## src/rtl/riscvy_muldiv.sv

```systemverilog
// riscvy_muldiv: iterative RV M-extension multiply/divide unit for the execute stage.
// One operation at a time: radix-2 shift-add multiply or restoring divide over XLEN
// iterations, then one sign-fix cycle, then a one-cycle done pulse with the rd tag.
// Optional build macro: MULDIV_FAST_MUL_EN -- multiplies complete through a single-cycle
// combinational product; divides keep the iterative path.
module riscvy_muldiv #(
  parameter int XLEN  = 64,
  parameter int TAG_W = 5
) (
  input  logic             clk,
  input  logic             reset,
  input  logic             start,
  input  logic [2:0]       funct3,
  input  logic [XLEN-1:0]  op_a,
  input  logic [XLEN-1:0]  op_b,
  input  logic [TAG_W-1:0] tag_in,
  input  logic             flush,
  output logic             busy,
  output logic             done,
  output logic [XLEN-1:0]  result,
  output logic [TAG_W-1:0] tag_out
);

  localparam int CNT_W = $clog2(XLEN);
  localparam logic [CNT_W-1:0] LAST_ITER = CNT_W'(XLEN - 1);
  localparam logic [XLEN-1:0]  MIN_NEG   = {1'b1, {(XLEN-1){1'b0}}};

  localparam logic [2:0] F_MUL    = 3'd0;
  localparam logic [2:0] F_MULH   = 3'd1;
  localparam logic [2:0] F_MULHSU = 3'd2;
  localparam logic [2:0] F_MULHU  = 3'd3;
  localparam logic [2:0] F_DIV    = 3'd4;
  localparam logic [2:0] F_DIVU   = 3'd5;
  localparam logic [2:0] F_REM    = 3'd6;
  localparam logic [2:0] F_REMU   = 3'd7;

  typedef enum logic [1:0] {
    IDLE = 2'd0,
    CALC = 2'd1,
    FIX  = 2'd2,
    DONE = 2'd3
  } state_t;

  state_t state, state_next;

  // Latched operation: op code, result sign, working halves (product or remainder/quotient),
  // unsigned divisor/multiplicand, iteration counter and destination tag.
  logic [2:0]       op_q;
  logic             neg_q;
  logic [XLEN-1:0]  hi_q;
  logic [XLEN-1:0]  lo_q;
  logic [XLEN-1:0]  opb_q;
  logic [CNT_W-1:0] cnt_q;
  logic [TAG_W-1:0] tag_q;

  // Request decode.
  logic             accept;
  logic             a_signed_in;
  logic             b_signed_in;
  logic             a_neg_in;
  logic             b_neg_in;
  logic [XLEN-1:0]  abs_a_in;
  logic [XLEN-1:0]  abs_b_in;
  logic             neg_in;
  logic             div_zero_in;
  logic             overflow_in;
  logic             quick_in;
  logic [XLEN-1:0]  quick_result;
`ifdef MULDIV_FAST_MUL_EN
  logic [2*XLEN-1:0] fast_prod;
`endif

  // Iteration and fix-up datapath.
  logic [XLEN:0]     mul_sum;
  logic [XLEN:0]     div_shift;
  logic [XLEN:0]     div_diff;
  logic [2*XLEN-1:0] prod_fix;
  logic [XLEN-1:0]   quot_fix;
  logic [XLEN-1:0]   rem_fix;
  logic [XLEN-1:0]   fix_result;

  assign busy   = (state == CALC) || (state == FIX);
  // A flush in the DONE cycle suppresses the pulse so the hazard unit never sees a squashed result.
  assign done   = (state == DONE) && !flush;
  assign accept = start && !busy && !flush;

  // Decode the incoming request: operand magnitudes, result sign and the one-cycle shortcuts.
  always_comb begin
    a_signed_in  = 1'b0;
    b_signed_in  = 1'b0;
    neg_in       = 1'b0;
    quick_result = '0;
    case (funct3)
      F_MULH, F_DIV, F_REM: begin
        a_signed_in = 1'b1;
        b_signed_in = 1'b1;
      end
      F_MULHSU: a_signed_in = 1'b1;
      default: begin
        a_signed_in = 1'b0;
        b_signed_in = 1'b0;
      end
    endcase
    a_neg_in = a_signed_in && op_a[XLEN-1];
    b_neg_in = b_signed_in && op_b[XLEN-1];
    abs_a_in = a_neg_in ? -op_a : op_a;
    abs_b_in = b_neg_in ? -op_b : op_b;
    case (funct3)
      F_MULH, F_DIV:   neg_in = a_neg_in ^ b_neg_in;
      F_MULHSU, F_REM: neg_in = a_neg_in;
      default:         neg_in = 1'b0;
    endcase
    div_zero_in = funct3[2] && (op_b == '0);
    overflow_in = funct3[2] && !funct3[0] && (op_a == MIN_NEG) && (op_b == '1);
    quick_in    = div_zero_in || overflow_in;
    if (div_zero_in) begin
      quick_result = funct3[1] ? op_a : '1;
    end else if (overflow_in) begin
      quick_result = funct3[1] ? '0 : op_a;
    end
`ifdef MULDIV_FAST_MUL_EN
    fast_prod = {{XLEN{a_neg_in}}, op_a} * {{XLEN{b_neg_in}}, op_b};
    if (!funct3[2]) begin
      quick_in     = 1'b1;
      quick_result = (funct3 == F_MUL) ? fast_prod[XLEN-1:0] : fast_prod[2*XLEN-1:XLEN];
    end
`endif
  end

  // One radix-2 step for each algorithm plus the sign fix-up and result selection.
  always_comb begin
    mul_sum   = {1'b0, hi_q} + (lo_q[0] ? {1'b0, opb_q} : {(XLEN+1){1'b0}});
    div_shift = {hi_q, lo_q[XLEN-1]};
    div_diff  = div_shift - {1'b0, opb_q};
    prod_fix  = neg_q ? -{hi_q, lo_q} : {hi_q, lo_q};
    quot_fix  = neg_q ? -lo_q : lo_q;
    rem_fix   = neg_q ? -hi_q : hi_q;
    case (op_q)
      F_MUL:                     fix_result = prod_fix[XLEN-1:0];
      F_MULH, F_MULHSU, F_MULHU: fix_result = prod_fix[2*XLEN-1:XLEN];
      F_DIV, F_DIVU:             fix_result = quot_fix;
      F_REM, F_REMU:             fix_result = rem_fix;
      default:                   fix_result = '0;
    endcase
  end

  // State register.
  always_ff @(posedge clk) begin
    if (reset) begin
      state <= IDLE;
    end else begin
      state <= state_next;
    end
  end

  // Next state: shortcuts jump straight to DONE, flush aborts back to IDLE.
  always_comb begin
    state_next = state;
    case (state)
      IDLE, DONE: begin
        if (accept) begin
          state_next = quick_in ? DONE : CALC;
        end else begin
          state_next = IDLE;
        end
      end
      CALC: begin
        if (flush) begin
          state_next = IDLE;
        end else if (cnt_q == LAST_ITER) begin
          state_next = FIX;
        end
      end
      FIX: begin
        state_next = flush ? IDLE : DONE;
      end
      default: state_next = IDLE;
    endcase
  end

  // Operation datapath: latch on accept, iterate in CALC, publish result/tag on the way into DONE.
  always_ff @(posedge clk) begin
    if (reset) begin
      op_q    <= '0;
      neg_q   <= 1'b0;
      hi_q    <= '0;
      lo_q    <= '0;
      opb_q   <= '0;
      cnt_q   <= '0;
      tag_q   <= '0;
      result  <= '0;
      tag_out <= '0;
    end else if (accept) begin
      op_q  <= funct3;
      neg_q <= neg_in;
      hi_q  <= '0;
      lo_q  <= abs_a_in;
      opb_q <= abs_b_in;
      cnt_q <= '0;
      tag_q <= tag_in;
      if (quick_in) begin
        result  <= quick_result;
        tag_out <= tag_in;
      end
    end else if ((state == CALC) && !flush) begin
      cnt_q <= cnt_q + CNT_W'(1);
      if (op_q[2]) begin
        if (!div_diff[XLEN]) begin
          hi_q <= div_diff[XLEN-1:0];
          lo_q <= {lo_q[XLEN-2:0], 1'b1};
        end else begin
          hi_q <= div_shift[XLEN-1:0];
          lo_q <= {lo_q[XLEN-2:0], 1'b0};
        end
      end else begin
        hi_q <= mul_sum[XLEN:1];
        lo_q <= {mul_sum[0], lo_q[XLEN-1:1]};
      end
    end else if ((state == FIX) && !flush) begin
      result  <= fix_result;
      tag_out <= tag_q;
    end
  end

endmodule

```

## config.mk

```make
export PLATFORM = sky130hd
export DESIGN_NAME = riscvy_muldiv
export DESIGN_NICKNAME = d
export VERILOG_FILES = /design/src/rtl/riscvy_muldiv.sv
export SDC_FILE = /design/constraint.sdc
export NUM_CORES = 1
export LEC_CHECK = 0
export BUFFER_PORTS_ARGS = -buffer_cell sky130_fd_sc_hd__buf_2
export CAP_MARGIN = 30
export CELL_PAD_IN_SITES_DETAIL_PLACEMENT = 0
export CELL_PAD_IN_SITES_GLOBAL_PLACEMENT = 2
export CORE_AREA = 2 2 272 274
export CTS_BUF_LIST = sky130_fd_sc_hd__clkbuf_2 sky130_fd_sc_hd__clkbuf_4 sky130_fd_sc_hd__clkbuf_8
export CTS_CLUSTER_DIAMETER = 50
export DETAILED_ROUTE_END_ITERATION = 10
export DIE_AREA = 0 0 274 276
export PLACE_DENSITY_LB_ADDON = 0.1
export SYNTH_ARGS = -nofsm -noshare
export SYNTH_HDL_FRONTEND = slang
export SYNTH_SLANG_ARGS = --single-unit
```

## constraint.sdc

```tcl
create_clock -name clk -period 6.5 [get_ports clk]
set_clock_uncertainty 0.15 [all_clocks]
set_input_delay 0.325 -clock clk [delete_from_list [all_inputs] [get_ports clk]]
set_output_delay 0.325 -clock clk [all_outputs]
set_load 0.02 [all_outputs]
```

==> run_results.csv <==
group,metric,value,unit
layout,fillCellCount,7690,
die,die_h,276,um
synthesis,yosys.area.top_type,"dfxtp_1",
clock_tree,post_cts_resized,0,
sta,fin_tns_setup,0,ps
sta,slew_viol_final,0,
place,dpl.hpwl,104.0,mm
detailed_routing,routed_wirelength,135.5,mm
synthesis,synth_top_area_share,19.76,%
setup_path,critical_path_buf_inv_count,3,
setup_path,cp.arrival,5520,ps
layout,design_area,33310,um2
sta,grt_setup_unrepaired,"false",
global_route,grt_pass1_vias,30350,
setup_path,start_kind,"register",
layout,final_common_cell,"nor2_1",
power,max-vdd-ir-drop,0.0001754,V
place,portBuffers,210,
detailed_routing,via_count,32740,
clock_tree,htree_num_levels,2,
synthesis,synthCells,4040,
sta,period_share,79.07,%
setup_path,cp_cell_sequence,"inv_1 > ha_1 > fa_1 > nand2b_1 > a21oi_1 > o21ai_0 > o21ai_1 > a31o_2 > a21oi_1 > o31a_1 > o311a_1 > or3_2 > buf_16 > buf_4 > mux2_2 > o21ai_0 > o21ai_0",
global_route,grt_max_degree,94,
global_route,grt_usage,34.52,%
layout,nets,4557,
sta,period_minus_slack,5139,ps
sta,maxSlewHeadroom,23.69,%
synthesis,ys_seq_area_share,19.76,%
setup_path,cp_slowest_cell,"or3_2",
layout,finalNonFillerCells,5288,
synthesis,synth_edf_count,0,
die,start_util,38.80,%
setup_path,crit_fanout,21,
setup_path,cpLargestDelayFamily,"compound AO/OA/AOI/OAI gates",
sta,finalHoldViolations,0,
place,routabilityCongestion,1.013,
die,coreArea,72590,um2
synthesis,async_flop_share,0,%
die,ios,211,
clock_tree,clk_pin_slew,60,ps
clock_tree,cts_buffer_depth,3,
worst_hold_path,hp-class,"in2reg",
global_route,antenna_found_initial,4,
sta,finalSetupViolCount,0,
place,dpl_cell_area,30240,um2
global_route,grt_pass1_wl,200.3,mm
die,dieArea,75620,um2
synthesis,synth_ff_type,"dfxtp_1",
detailed_routing,drt-initial-drc-count,3610,
detailed_routing,drc,0,
detailed_routing,wl_per_cell,25.62,um
layout,area_growth,18.29,%
synthesis,yosysWarningCount,0,
layout,final_cell_mix,"nor2_1, o21ai_0, nand2_1, a21oi_1, dfxtp_1",
power,power_density,190.8,nW/um2
setup_path,required,6880,ps
setup_path,crit_top_cell,"o21ai_0",
power,p_leak,13.14,nW
synthesis,synth_seq_cells,278,
clock_tree,cts.sinks,278,
layout,post-route-util,45.89,%
clock_tree,root_buffer,"clkbuf_8",
synthesis,syn_area,28160,um2
run_status,status,"finished, final reports clean",
detailed_routing,firstDrtPassIters,6,
setup_path,slowest_delay,800,ps
setup_path,critPathCaptureType,"register",
die,dieWidth,274,um
job,drv_cap,0,
detailed_routing,drtAntennaViolNets,0,
sta,max_freq,194.6,MHz
synthesis,netlist-cell-type-count,79,
global_route,overflow,0,
clock_tree,cts_tree,"built",
sta,hold_slack,31.44,ps
die,rows,99,
clock_tree,clk_latency,730,ps
layout,drive_gt1_share,12.05,%
place,place_inst,5016,
setup_path,path_class,"reg2reg",
sta,worst_pin_slew,1140,ps
synthesis,synthTopCellsByArea,"dfxtp_1, nor2_1, o21ai_0",
detailed_routing,vias_per_cell,6.192,
clock_tree,cts_made_buffers,61,
synthesis,mappedNetlistNets,4319,
synthesis,avgSynthCellArea,6.970,um2
==> sequential cells by signal (all words and copies together) (netlist names) <==
name / count
hi_q: 64
tag_out: 5
cnt_q: 6
state: 2
opb_q: 64
neg_q: 1
lo_q: 64
result: 64
op_q: 3
tag_q: 5
==> cell usage after synthesis (9+ instances only) <==
cell type  count
a211oi_1     194
nand3_1       92
a21o_1        73
o21a_1        26
a31oi_1       45
nor2_1       528
a32oi_1       12
mux2i_1       85
o31ai_1       52
nor2b_1       20
inv_1        118
o221ai_1      26
a31o_2         9
a221oi_1      17
or4_1         41
and2_1        20
nor4_1        59
a22oi_1       14
mux2_2        30
o21ai_0      356
or3_1         61
clkbuf_1     271
or2_2         20
nor3_1        97
xor2_1       166
a311oi_1      49
o41ai_1       29
o211ai_1      21
and3_1        14
o22ai_1       19
ha_1         137
dfxtp_1      278
a21boi_0      10
buf_1         30
a21oi_1      321
o21bai_1      23
nand2b_1      35
nand4_1       70
xnor2_1      148
nand2_1      329
==> area by class of cell <==
cell class	instances	area (um2)	share of cell area (%)
clock inverters	20	347.8	1.044
flip-flops and latches	278	5573	16.73
well taps	959	1200	3.602
multi-input cells	3335	21060	63.21
clock buffers	89	1131	3.395
repair buffers	484	3547	10.65
inverters	118	442.9	1.330
diodes	5	12.51	0.03756
==> logic make-up (layout without fill, tap and decap cells) <==
group	Yosys count	after routing	share of synthesized area [%]
XOR/XNOR	314	314	9.766
AND/OR/NAND/NOR	1412	1412	23.34
multiplexers	116	116	4.301
flip-flops	278	278	19.76
buffers and inverters	427	711	5.758
AO/OA/AOI/OAI	1354	1354	30.84
adder cells (fa/ha/maj)	139	139	6.229
other	0	5	0
==> tightest hold or removal path, cell delays in order <==
cell	delay (ps)
buf_2	140
a21oi_1	120
o21ai_0	120
a21oi_1	150
==> routing by layer <==
layer | share of wire, % | global-route usage (%)
met5 | 0 | 0
met4 | 3.2 | 9.727
met3 | 8.6 | 7.313
met2 | 41 | 49.57
met1 | 47 | 51.19
==> metrics by stage <==
step,setup WS (ps),power (mW)
floorplan,2198,3.169
global placement,1427,3.859
detailed placement,1369,3.849
CTS,1346,6.321
global route,1056,6.631
finish,1361,6.354
==> report_power, final <==
group | switching [mW] | leakage [nW] | internal, mW
logic | 1.30 | 10.1 | 0.751
clock network | 0.943 | 0.744 | 1.44
registers | 0.132 | 2.27 | 1.78
==> repair_timing <==
item | 4_1_cts | 5_1_grt
setup buffers | 0 | 0
endpoints found under the hold margin | 195 | 0
hold buffers | 158 | 0
==> worst paths after layout <==
kind,start,end,slack [ps],cells after the start
max,lo_q[63]$_SDFFE_PP0P_,hi_q[7]$_SDFFE_PP0P_,1360,17
min,op_b[29],opb_q[29]$_SDFFE_PP0P_,30,4
max reg2reg,lo_q[63]$_SDFFE_PP0P_,hi_q[7]$_SDFFE_PP0P_,1360,17
min reg2reg,opb_q[54]$_SDFFE_PP0P_,opb_q[54]$_SDFFE_PP0P_,310,2
Power figures use the tool's default switching activity.
